===== src/rtl/mix_columns.sv =====
// rtl/mix_columns.sv - iterative AES MixColumns/InvMixColumns, one column per clock
module mix_columns (
    input  logic           clk,
    input  logic           reset,
    input  logic           enable,
    input  logic           mode,
    input  logic [0:127]   Data,
    output logic [0:127]   Mixed_Data,
    output logic           done,
    output logic           busy
);

    typedef enum logic {
        IDLE = 1'b0,
        BUSY = 1'b1
    } state_e;

    state_e        fsm_q, fsm_d;
    logic [0:127]  state_q, state_d;
    logic [0:127]  work_q, work_d;
    logic [0:127]  mixed_q, mixed_d;
    logic [1:0]    col_q, col_d;
    logic          mode_q, mode_d;
    logic          done_q, done_d;
    logic [31:0]   col_in;
    logic [31:0]   col_out;

    // Multiply by x in GF(2^8) modulo x^8+x^4+x^3+x+1.
    function automatic logic [7:0] xtime(input logic [7:0] b);
        return {b[6:0], 1'b0} ^ (b[7] ? 8'h1B : 8'h00);
    endfunction

    // Shared column multiplier; byte s0 (row 0) sits in bits [31:24].
    // Inverse coefficients are composed from x2/x4/x8 multiples:
    // 0E = 8^4^2, 0B = 8^2^1, 0D = 8^4^1, 09 = 8^1.
    function automatic logic [31:0] mix_col(input logic [31:0] c, input logic inv);
        logic [7:0]  s  [4];
        logic [7:0]  x2 [4];
        logic [7:0]  x4 [4];
        logic [7:0]  x8 [4];
        logic [31:0] o;
        logic [1:0]  i0, i1, i2, i3;
        o = '0;
        for (int k = 0; k < 4; k++) begin
            s[k]  = c[31-8*k -: 8];
            x2[k] = xtime(s[k]);
            x4[k] = xtime(x2[k]);
            x8[k] = xtime(x4[k]);
        end
        for (int r = 0; r < 4; r++) begin
            i0 = 2'(r);
            i1 = i0 + 2'd1;
            i2 = i0 + 2'd2;
            i3 = i0 + 2'd3;
            if (!inv) begin
                o[31-8*r -: 8] = x2[i0] ^ (x2[i1] ^ s[i1]) ^ s[i2] ^ s[i3];
            end else begin
                o[31-8*r -: 8] = (x8[i0] ^ x4[i0] ^ x2[i0]) ^
                                 (x8[i1] ^ x2[i1] ^ s[i1])  ^
                                 (x8[i2] ^ x4[i2] ^ s[i2])  ^
                                 (x8[i3] ^ s[i3]);
            end
        end
        return o;
    endfunction

    // Select the active column of the captured state and mix it.
    always_comb begin
        col_in = state_q[0:31];
        case (col_q)
            2'd0: col_in = state_q[0:31];
            2'd1: col_in = state_q[32:63];
            2'd2: col_in = state_q[64:95];
            2'd3: col_in = state_q[96:127];
            default: col_in = state_q[0:31];
        endcase
        col_out = mix_col(col_in, mode_q);
    end

    // Next-state logic: capture on start, one column per BUSY cycle, publish on column 3.
    always_comb begin
        fsm_d   = fsm_q;
        state_d = state_q;
        work_d  = work_q;
        mixed_d = mixed_q;
        col_d   = col_q;
        mode_d  = mode_q;
        done_d  = 1'b0;
        case (fsm_q)
            IDLE: begin
                if (enable) begin
                    state_d = Data;
                    mode_d  = mode;
                    col_d   = 2'd0;
                    fsm_d   = BUSY;
                end
            end
            BUSY: begin
                case (col_q)
                    2'd0: work_d[0:31]   = col_out;
                    2'd1: work_d[32:63]  = col_out;
                    2'd2: work_d[64:95]  = col_out;
                    2'd3: work_d[96:127] = col_out;
                    default: work_d = work_q;
                endcase
                col_d = col_q + 2'd1;
                if (col_q == 2'd3) begin
                    mixed_d = {work_q[0:95], col_out};
                    done_d  = 1'b1;
                    fsm_d   = IDLE;
                end
            end
            default: fsm_d = IDLE;
        endcase
    end

    // State registers with synchronous reset that discards any in-flight block.
    always_ff @(posedge clk) begin
        if (reset) begin
            fsm_q   <= IDLE;
            state_q <= '0;
            work_q  <= '0;
            mixed_q <= '0;
            col_q   <= 2'd0;
            mode_q  <= 1'b0;
            done_q  <= 1'b0;
        end else begin
            fsm_q   <= fsm_d;
            state_q <= state_d;
            work_q  <= work_d;
            mixed_q <= mixed_d;
            col_q   <= col_d;
            mode_q  <= mode_d;
            done_q  <= done_d;
        end
    end

    assign Mixed_Data = mixed_q;
    assign done       = done_q;
    assign busy       = (fsm_q == BUSY);

endmodule


===== config.mk =====
export PLATFORM = sky130hd
export DESIGN_NAME = mix_columns
export DESIGN_NICKNAME = d
export VERILOG_FILES = /design/src/rtl/mix_columns.sv
export SDC_FILE = /design/constraint.sdc
export NUM_CORES = 1
export LEC_CHECK = 0
export ABC_AREA = 1
export BUFFER_PORTS_ARGS = -buffer_cell sky130_fd_sc_hd__buf_2
export CAP_MARGIN = 15
export CORE_MARGIN = 1.5
export CORE_UTILIZATION = 50
export CTS_CLUSTER_SIZE = 40
export DETAILED_ROUTE_END_ITERATION = 12
export PLACE_DENSITY = 0.8
export SLEW_MARGIN = 5
export SYNTH_ARGS = -nofsm -noshare
export SYNTH_HDL_FRONTEND = slang
export SYNTH_SLANG_ARGS = --single-unit

===== constraint.sdc =====
create_clock -name clk -period 4.23 [get_ports clk]
set_clock_uncertainty 0.05 [all_clocks]
set_input_delay 0.6345 -clock clk [delete_from_list [all_inputs] [get_ports clk]]
set_output_delay 0.6345 -clock clk [all_outputs]
set_load 0.02 [all_outputs]

==> flow_summary.yaml, run 1 <==
status:
  run_status: "completed"
clocking:
  clock_latency_ns: 0.57
  clockRootBuffer: "clkbuf_16"
  cts.sinks: 357
  cts.repair.resized: 0
  clk_pin_slew_ns: 0.06
  cts_buffer_depth: 3
  cts_setup_buffers: 0
  hold_buffers: 0
  htreeDepth: 2
  cts_buffers: 38
  cts_tree: "built"
sta:
  fin_tns_setup_ns: 0
  tightest_slew_ns: 1.073
  maxSlewViolCount: 0
  clock.fmax_mhz: 265.4
  finalCritPeriodShare_pct: 89.07
  setup_viol: 0
  final_hold_viol_count: 0
  rsz0062_at_grt: "no"
  max_slew_margin_pct: 28.44
  final.setup.worst_slack_ns: 0.4623
  fin_crit_ns: 3.768
setup_path:
  r2r_end: "Mixed_Data[118]"
  cp_top_family: "simple AND/OR/NAND/NOR gates"
  crit_end: "Mixed_Data[118]"
  critPathBufInv: 3
  r2r_cells: 18
  critPathArrivalTime_ns: 4.17
  cp_slowest_stage_delay_ns: 0.46
  crit_required_ns: 4.63
  crit_chain: "inv_1 > ha_1 > buf_4 > nand2_1 > nand2_1 > o21bai_1 > buf_4 > nand2_1 > nand2_2 > xor2_1 > nand2_1 > nand2_1 > nand2_1 > a21o_1 > nand3_1 > nand2_1 > nand2_1 > nand2_1"
  critPathKind: "reg2reg"
  cpMostUsedCell: "nand2_1"
  end_kind: "flip-flop"
  r2r_setup_slack_ns: 0.46
  critical_path.slowest_cell: "o21bai_1"
  worstSetupStartpointType: "flip-flop"
  critical_path.max_fanout: 17
  crit_path_start: "col_q[1]"
  r2r-start: "col_q[1]"
  crit_cells: 18
cells_and_area:
  regArea_um2: 7148
  fin_nets: 3321
  syn2layout_area_growth_pct: 18.29
  drive_above_1_share_pct: 16.76
  fill_cells: 3576
  multi_input_area_um2: 10340
  fin_util_pct: 60.17
  diodes: 0
placement:
  gp_congestion: 1.059
  io_buffers: 261
  dp_slack_ns: 0.5888
  place_hpwl_um: 51280
route:
  avgRoutedWirePerCell_um: 18.39
  routed_wl_um: 68410
  drtIter0Drc: 1819
  dr.pass1.iters: 5
  vias: 19730
  via_per_inst: 5.302
  remaining_drc_errors: 0
  drtAntennaViolNets: 0
yosys:
  synthCells: 2914
  synth-edff-count: 0
  yosysWarnings: 0
  syn-num-nets: 3051
  synth_seq_cells: 357
  ys_types: 45
  async_flop_share_pct: 0
  syn_avg_cell_area_um2: 6.575
  netlist_area_um2: 19160
  synth_flop_cell: "dfxtp_1"
  ys_seq_area_share_pct: 37.30
floorplanning:
  start_util_pct: 50.87
  die_x_um: 198.8
  dieArea_um2: 39510
  io_pins: 262
  dieHeight_um: 198.8
  rows: 71
  core_um2: 37670
pwr:
  max-vdd-ir-drop_mv: 0.3056
  pwr-share-comb_pct: 41.8
  pwr_density_cell_nw_per_um2: 537.9
  clkPwrFrac_pct: 28.6
  p_switching_mw: 4.933
  swShare_pct: 40.46
  seq_power_share_pct: 29.6
  internal_power_mw: 7.259
  leakage_nw: 11.52
grt:
  grt_max_degree: 131
  track_usage_pct: 34.90
  grt_pass1_vias: 18390
  gr-total-overflow: 0
  grt_pass1_wl_um: 104300
  antenna_found_initial: 0
min_path:
  hold_class: "in2reg"
flow_run:
  cap_violations: 0
==> state kept, by name, summed over array words and instances, names as in the netlist <==
| signal | count |
|---|---|
| Mixed_Data | 128 |
| state_q | 128 |
| work_q | 96 |
| col_q | 2 |
| busy | 1 |
| done | 1 |
| mode_q | 1 |
==> final cells by class <==
type                       instances  share of cell area (%)
multi-input combinational       2138                   45.63
tap                              511                   2.821
inverter                         284                   4.725
clock inverter                    13                  0.9937
timing repair buffer             365                   9.495
clock buffer                      53                   4.797
sequential                       357                   31.54
==> power by group through the flow <==
| stage | clock network (mW) | registers (mW) | logic [mW] |
|---|---|---|---|
| after floorplan | 0 | 3.65 | 3.23 |
| after global placement | 0 | 3.67 | 4.89 |
| after detailed placement | 0 | 3.67 | 4.91 |
| after CTS | 3.50 | 3.60 | 4.94 |
| after global routing | 3.64 | 3.62 | 5.52 |
| final | 3.49 | 3.61 | 5.10 |
==> cells in the mapped netlist (6+ instances only) <==
library cell | instances | area (um^2)
a21oi_1 | 113 | 565.5
buf_1 | 7 | 26.28
buf_2 | 19 | 95.09
buf_4 | 8 | 60.06
clkbuf_1 | 94 | 352.8
dfxtp_1 | 357 | 7147
inv_1 | 280 | 1051
nand2_1 | 933 | 3502
nand2_2 | 29 | 181.4
nand3_1 | 177 | 885.9
nand3_2 | 19 | 190.2
nor2_1 | 330 | 1239
nor2_2 | 15 | 93.84
nor2_4 | 6 | 67.56
o21ai_0 | 258 | 1291
o21ai_1 | 11 | 55.05
o21bai_1 | 12 | 90.09
o21bai_2 | 6 | 67.56
or2_2 | 11 | 68.82
xnor2_1 | 58 | 508.0
xor2_1 | 114 | 998.5
==> cell usage in the layout, fill, tap and decap left out, types with 5 or more instances in the layout <==
| cell | instances |
|---|---|
| nand2_1 | 933 |
| clkbuf_8 | 8 |
| o21bai_1 | 12 |
| buf_2 | 260 |
| buf_12 | 5 |
| o21ai_0 | 258 |
| dfxtp_1 | 356 |
| clkbuf_1 | 7 |
| clkbuf_16 | 38 |
| nand3b_1 | 5 |
| a21oi_1 | 113 |
| inv_1 | 278 |
| nor2_4 | 8 |
| ha_1 | 5 |
| o21ai_1 | 11 |
| nor2_1 | 327 |
| nand4_1 | 5 |
| buf_4 | 100 |
| o21bai_2 | 6 |
| xnor2_1 | 58 |
| nor2_2 | 16 |
| or2_2 | 11 |
| nand2_2 | 29 |
| nand3_2 | 19 |
| xor2_1 | 114 |
| nand3_1 | 177 |
==> through the flow <==
step	hold WS (ns)	cells	cell area, um^2	total power [mW]
detailed placement	0.3837	3655	21350	8.589
global route	0.2384	3721	22670	12.78
CTS	0.2263	3721	22670	12.04
global placement	0.3806	3655	21350	8.563
floorplan	0.3745	2914	19160	6.886
finish	0.2339	3721	22670	12.19
==> tightest hold or removal path: stages <==
cell and delay [ns]:
buf_2 0.07, nor2_1 0.03, nor2_1 0.08
==> cell families after synthesis <==
| family | after synthesis | share of synthesized area, % |
|---|---|---|
| xor+xnor | 182 | 8.887 |
| compound gates | 411 | 11.39 |
| flops | 357 | 37.30 |
| buf+inv | 419 | 8.816 |
| fa+ha+maj | 5 | 0.3265 |
| simple gates | 1540 | 33.28 |
==> worst min-delay path by stage <==
stage | slack (ns) | cells after the start | startpoint | end
floorplan | 0.37 | 2 | state_q[123] | state_q[123]
CTS | 0.23 | 3 | Data[15] | state_q[15]
global route | 0.24 | 3 | Data[10] | state_q[10]
detailed placement | 0.38 | 2 | Mixed_Data[104] | Mixed_Data[104]
global placement | 0.38 | 2 | Mixed_Data[122] | Mixed_Data[122]
finish | 0.23 | 3 | Data[25] | state_q[25]
==> layer usage <==
layer	track usage (%)	vias up	share of wire, %
li1	-	9572	-
met1	44.52	8952	41
met2	55.21	1009	44
met3	7.291	196	10
met4	18.83	0	5.5
met5	0	-	0
(Power assumes the default switching activity.)
==> inputs of run 2 (changes only) <==
--- a/config.mk
+++ b/config.mk
@@ -8,6 +8,7 @@
 export ABC_AREA = 1
 export BUFFER_PORTS_ARGS = -buffer_cell sky130_fd_sc_hd__buf_2
 export CAP_MARGIN = 15
+export CORE_ASPECT_RATIO = 1.75
 export CORE_MARGIN = 1.5
 export CORE_UTILIZATION = 50
 export CTS_CLUSTER_SIZE = 40
==> constraint.sdc (replaced) <==
create_clock -name clk -period 4.23 [get_ports clk]
set_clock_uncertainty 0.05 [all_clocks]
set_input_delay 0.6345 -clock clk [delete_from_list [all_inputs] [get_ports clk]]
set_output_delay 0.6345 -clock clk [all_outputs]
set_load 0.005 [all_outputs]
==> flow_summary.yaml, run 2 (synthesized netlist as in run 1, its figures left out) <==
floorplanning:
  core_um2: 37640
  die_x_um: 151.0
  start_util_pct: 50.91
  io_pins: 262
  rows: 94
  dieArea_um2: 39550
  dieHeight_um: 262.0
clocking:
  cts_tree: "built"
  cts_buffers: 31
  cts.sinks: 357
  clock_latency_ns: 0.60
  clk_pin_slew_ns: 0.07
  cts_buffer_depth: 3
  clockRootBuffer: "clkbuf_16"
  htreeDepth: 1
setup_path:
  critPathBufInv: 5
  crit_required_ns: 4.68
  critical_path.slowest_cell: "nor2_1"
  critPathArrivalTime_ns: 4.47
  critPathKind: "reg2reg"
  worstSetupStartpointType: "flip-flop"
  cp_top_family: "simple AND/OR/NAND/NOR gates"
  crit_chain: "inv_1 > ha_1 > inv_4 > buf_4 > nor2_1 > nor2_4 > inv_1 > nand2_1 > nand2_2 > nand3_1 > nand2_1 > nand3_1 > nand2_1 > nand2_1 > nand3_1 > nand3_1 > nand2_1 > inv_1"
  end_kind: "flip-flop"
  cp_slowest_stage_delay_ns: 0.43
  cpMostUsedCell: "nand2_1"
  critical_path.max_fanout: 34
pwr:
  finalPower_mw: 11.63
  leakage_nw: 11.43
  swShare_pct: 41.71
  internal_power_mw: 6.779
  pwr_density_cell_nw_per_um2: 518.6
  max-vdd-ir-drop_mv: 0.3280
  p_switching_mw: 4.851
  pwr-share-comb_pct: 44.0
  seq_power_share_pct: 31.1
  clkPwrFrac_pct: 24.9
grt:
  antenna_found_initial: 2
  grt_max_degree: 110
  gr-total-overflow: 0
  grt_pass1_wl_um: 106800
  grt_pass1_vias: 18320
  track_usage_pct: 36.77
flow_run:
  cap_violations: 0
sta:
  fin_crit_ns: 4.025
  fin_tns_setup_ns: 0
  max_slew_margin_pct: 23.60
  maxSlewViolCount: 0
  finalCritPeriodShare_pct: 95.14
  setup_viol: 0
  tightest_slew_ns: 1.144
  fin_hold_ws_ns: 0.2060
  rsz0062_at_grt: "no"
  final_hold_viol_count: 0
  clock.fmax_mhz: 248.5
route:
  routed_wl_um: 73080
  avgRoutedWirePerCell_um: 19.84
  via_per_inst: 5.302
  dr.pass1.iters: 6
  drtIter0Drc: 1331
  drtAntennaViolNets: 0
  vias: 19530
  remaining_drc_errors: 0
placement:
  dp.cells: 3625
  io_buffers: 261
  place_hpwl_um: 55730
  gp_congestion: 1.095
  placedInstanceArea_um2: 21380
cells_and_area:
  fill_cells: 3602
  fin_nets: 3315
  layout_common_cells: "nand2_1, dfxtp_1, nor2_1, inv_1, buf_2"
  syn2layout_area_growth_pct: 17.04
  final_common_cell: "nand2_1"
  instances_no_fill: 3683
  design_area_um2: 22430
  drive_above_1_share_pct: 16.68
status:
  run_status: "completed"
min_path:
  hold_class: "in2reg"
[run 2: changes by cell type in the layout (fill, tap and decap cells not counted), sizes merged]
cell,previous run,this run
clkinvlp,2,0
buf,365,366
inv,285,288
clkinv,6,7
clkbuf,53,45
diode,0,1
bufinv,4,1
[run 2: final cells by class]
class                           count  area [um^2]  share of cell area [%]
Tap cell                          480        600.6                   2.678
Antenna cell                        1        2.502                 0.01116
Inverter                          284         1071                   4.776
Clock inverter                     12        107.6                  0.4798
Multi-Input combinational cell   2138        10350                   46.13
Timing Repair Buffer              366         2222                   9.909
Sequential cell                   357         7148                   31.87
Clock buffer                       45        928.4                   4.140
[run 2: metal layers]
layer  vias up  track usage (%)  wire (um)
li1       9558                -          -
met1      8668            36.33      24260
met3       341            6.146       5020
met4         0            40.75       9628
met5         -                0          0
met2       961            61.50      34170
[run 2: power by group through the flow]
stage	clock, mW	combinational [mW]	sequential (mW)
3_3_place_gp	0	4.90	3.68
4_1_cts	2.92	4.93	3.61
6_report	2.89	5.12	3.61
2_1_floorplan	0	3.23	3.65
5_1_grt	3.03	5.54	3.62
3_5_place_dp	0	4.92	3.68
[run 2: what timing repair did]
action | 4_1_cts | 5_1_grt
gates resized for setup | 0 | 1
hold buffers | 0 | 0
setup buffers | 0 | 0
endpoints found under the setup margin | 0 | 3
[run 2: worst register-to-register path, cell delays in order (launching register included)]
cell and delay [ns]:
dfxtp_1 0.34, inv_1 0.13, ha_1 0.32, inv_4 0.21
buf_4 0.26, nor2_1 0.43, nor2_4 0.13, inv_1 0.22
nand2_1 0.10, nand2_2 0.36, nand3_1 0.15, nand2_1 0.35
nand3_1 0.18, nand2_1 0.10, nand2_1 0.06, nand3_1 0.17
nand3_1 0.20, nand2_1 0.12, inv_1 0.04
[run 2: final timing paths]
| check | startpoint | end | slack (ns) | depth (start not counted) |
|---|---|---|---|---|
| worst max-delay path | col_q[0] | work_q[82] | 0.21 | 18 |
| worst max register to register | col_q[0] | work_q[82] | 0.21 | 18 |
| worst min register to register | Mixed_Data[47] | Mixed_Data[47] | 0.40 | 2 |
| worst min-delay path | Data[102] | state_q[102] | 0.21 | 3 |
[run 2: stage by stage]
| step | utilization, % | worst slack (ns) |
|---|---|---|
| after floorplan | - | 1.605 |
| after global placement | 56.82 | 0.4745 |
| after detailed placement | 56.82 | 0.4234 |
| after CTS | 59.57 | 0.4128 |
| after global routing | 59.58 | 0.03402 |
| final | 59.59 | 0.2054 |
==> inputs of run 3 (changes only) <==
--- a/config.mk
+++ b/config.mk
@@ -9,7 +9,7 @@
 export BUFFER_PORTS_ARGS = -buffer_cell sky130_fd_sc_hd__buf_2
 export CAP_MARGIN = 15
 export CORE_ASPECT_RATIO = 1.75
-export CORE_MARGIN = 1.5
+export CORE_MARGIN = 3
 export CORE_UTILIZATION = 50
 export CTS_CLUSTER_SIZE = 40
 export DETAILED_ROUTE_END_ITERATION = 12
==> flow_summary.yaml, run 3 (synthesized netlist as in run 1, its figures left out) <==
clocking:
  htreeDepth: 1
  cts_buffers: 31
  cts_tree: "built"
  hold_buffers: 0
  clock_latency_ns: 0.59
  clk_pin_slew_ns: 0.08
  cts.repair.resized: 0
  clockRootBuffer: "clkbuf_16"
  cts.sinks: 357
  cts_buffer_depth: 3
  cts_setup_buffers: 0
placement:
  gp_congestion: 1.116
  dp.cells: 3615
  place_hpwl_um: 55200
  io_buffers: 261
  dp_slack_ns: 0.4568
route:
  via_per_inst: 5.321
  remaining_drc_errors: 0
  dr.pass1.iters: 9
  drtAntennaViolNets: 0
  avgRoutedWirePerCell_um: 19.49
  routed_wl_um: 71520
  vias: 19520
  drtIter0Drc: 1352
flow_run:
  cap_violations: 0
sta:
  max_slew_margin_pct: 26.48
  fin_tns_setup_ns: 0
  finalCritPeriodShare_pct: 94.12
  fin_crit_ns: 3.981
  rsz0062_at_grt: "no"
  setup_viol: 0
  tightest_slew_ns: 1.101
  fin_hold_ws_ns: 0.2139
  final_hold_viol_count: 0
  final.setup.worst_slack_ns: 0.2489
  maxSlewViolCount: 0
  clock.fmax_mhz: 251.2
pwr:
  pwr_density_cell_nw_per_um2: 510.0
  leakage_nw: 11.32
  max-vdd-ir-drop_mv: 0.3618
grt:
  grt_pass1_vias: 18490
  grt_max_degree: 131
  track_usage_pct: 33.79
  antenna_found_initial: 0
  gr-total-overflow: 0
  grt_pass1_wl_um: 106400
setup_path:
  critPathKind: "reg2reg"
  crit_required_ns: 4.66
  r2r_setup_slack_ns: 0.25
  worstSetupStartpointType: "flip-flop"
  r2r-start: "col_q[1]"
  critical_path.max_fanout: 14
  end_kind: "flip-flop"
  crit_path_start: "col_q[1]"
  critPathArrivalTime_ns: 4.41
min_path:
  hold_class: "in2reg"
  hold_path_startpoint: "Data[57]"
status:
  run_status: "completed"
floorplanning:
  dieArea_um2: 40800
  core_um2: 37750
  die_x_um: 154.0
  rows: 94
  io_pins: 262
  dieHeight_um: 265.0
  start_util_pct: 50.75
cells_and_area:
  diodes: 0
  layout_common_cells: "nand2_1, dfxtp_1, nor2_1, inv_1, buf_2"
  final_common_cell: "nand2_1"
  syn2layout_area_growth_pct: 15.98
  fin_nets: 3305
  instances_no_fill: 3669
  fill_cells: 3685
  drive_above_1_share_pct: 16.06
## run 3: worst paths after layout
path,cells after the start,end
setup / recovery,15,work_q[14]
hold / removal,3,state_q[57]
setup reg to reg,15,work_q[14]
hold reg to reg,2,Mixed_Data[99]
## run 3: report_power, final
group	internal (mW)	switching [mW]	total (mW)
Sequential	3.53	0.0844	3.61
Clock	1.55	1.25	2.80
Combinational	1.58	3.35	4.93
Total	6.65	4.68	11.3
## run 3: area by class of cell
type | count | area (um^2) | share of cell area, %
Timing Repair Buffer | 356 | 2085 | 9.380
Sequential cell | 357 | 7148 | 32.17
Inverter | 284 | 1071 | 4.820
Clock buffer | 47 | 875.8 | 3.941
Clock inverter | 7 | 100.1 | 0.4504
Multi-Input combinational cell | 2138 | 10340 | 46.54
Tap cell | 480 | 600.6 | 2.703
## run 3: metrics by stage
stage	util, %	cell area, um^2	power [mW]
after global routing	58.86	22220	11.89
after floorplan	-	19160	6.883
final	58.86	22220	11.33
after detailed placement	56.28	21250	8.446
after CTS	58.86	22220	11.21
after global placement	56.28	21250	8.409
## run 3: layer usage
layer	vias to the layer above	track usage (%)	share of wire [%]
li1	9548	-	-
met1	8708	34.04	33
met2	916	57.25	47
met3	349	5.113	6.2
met4	0	34.50	13
met5	-	0	0
## run 3: worst max-delay path, cell delays in order (launching register included)
cell	delay (ns)
dfxtp_1	0.37
inv_1	0.09
ha_1	0.24
buf_4	0.20
nand2_1	0.24
nand2_1	0.16
o21bai_1	0.89
buf_4	0.35
xor2_4	0.27
xor2_1	0.21
a21oi_1	0.08
o21ai_0	0.15
buf_4	0.20
nand3_1	0.18
nand2_1	0.12
inv_1	0.04
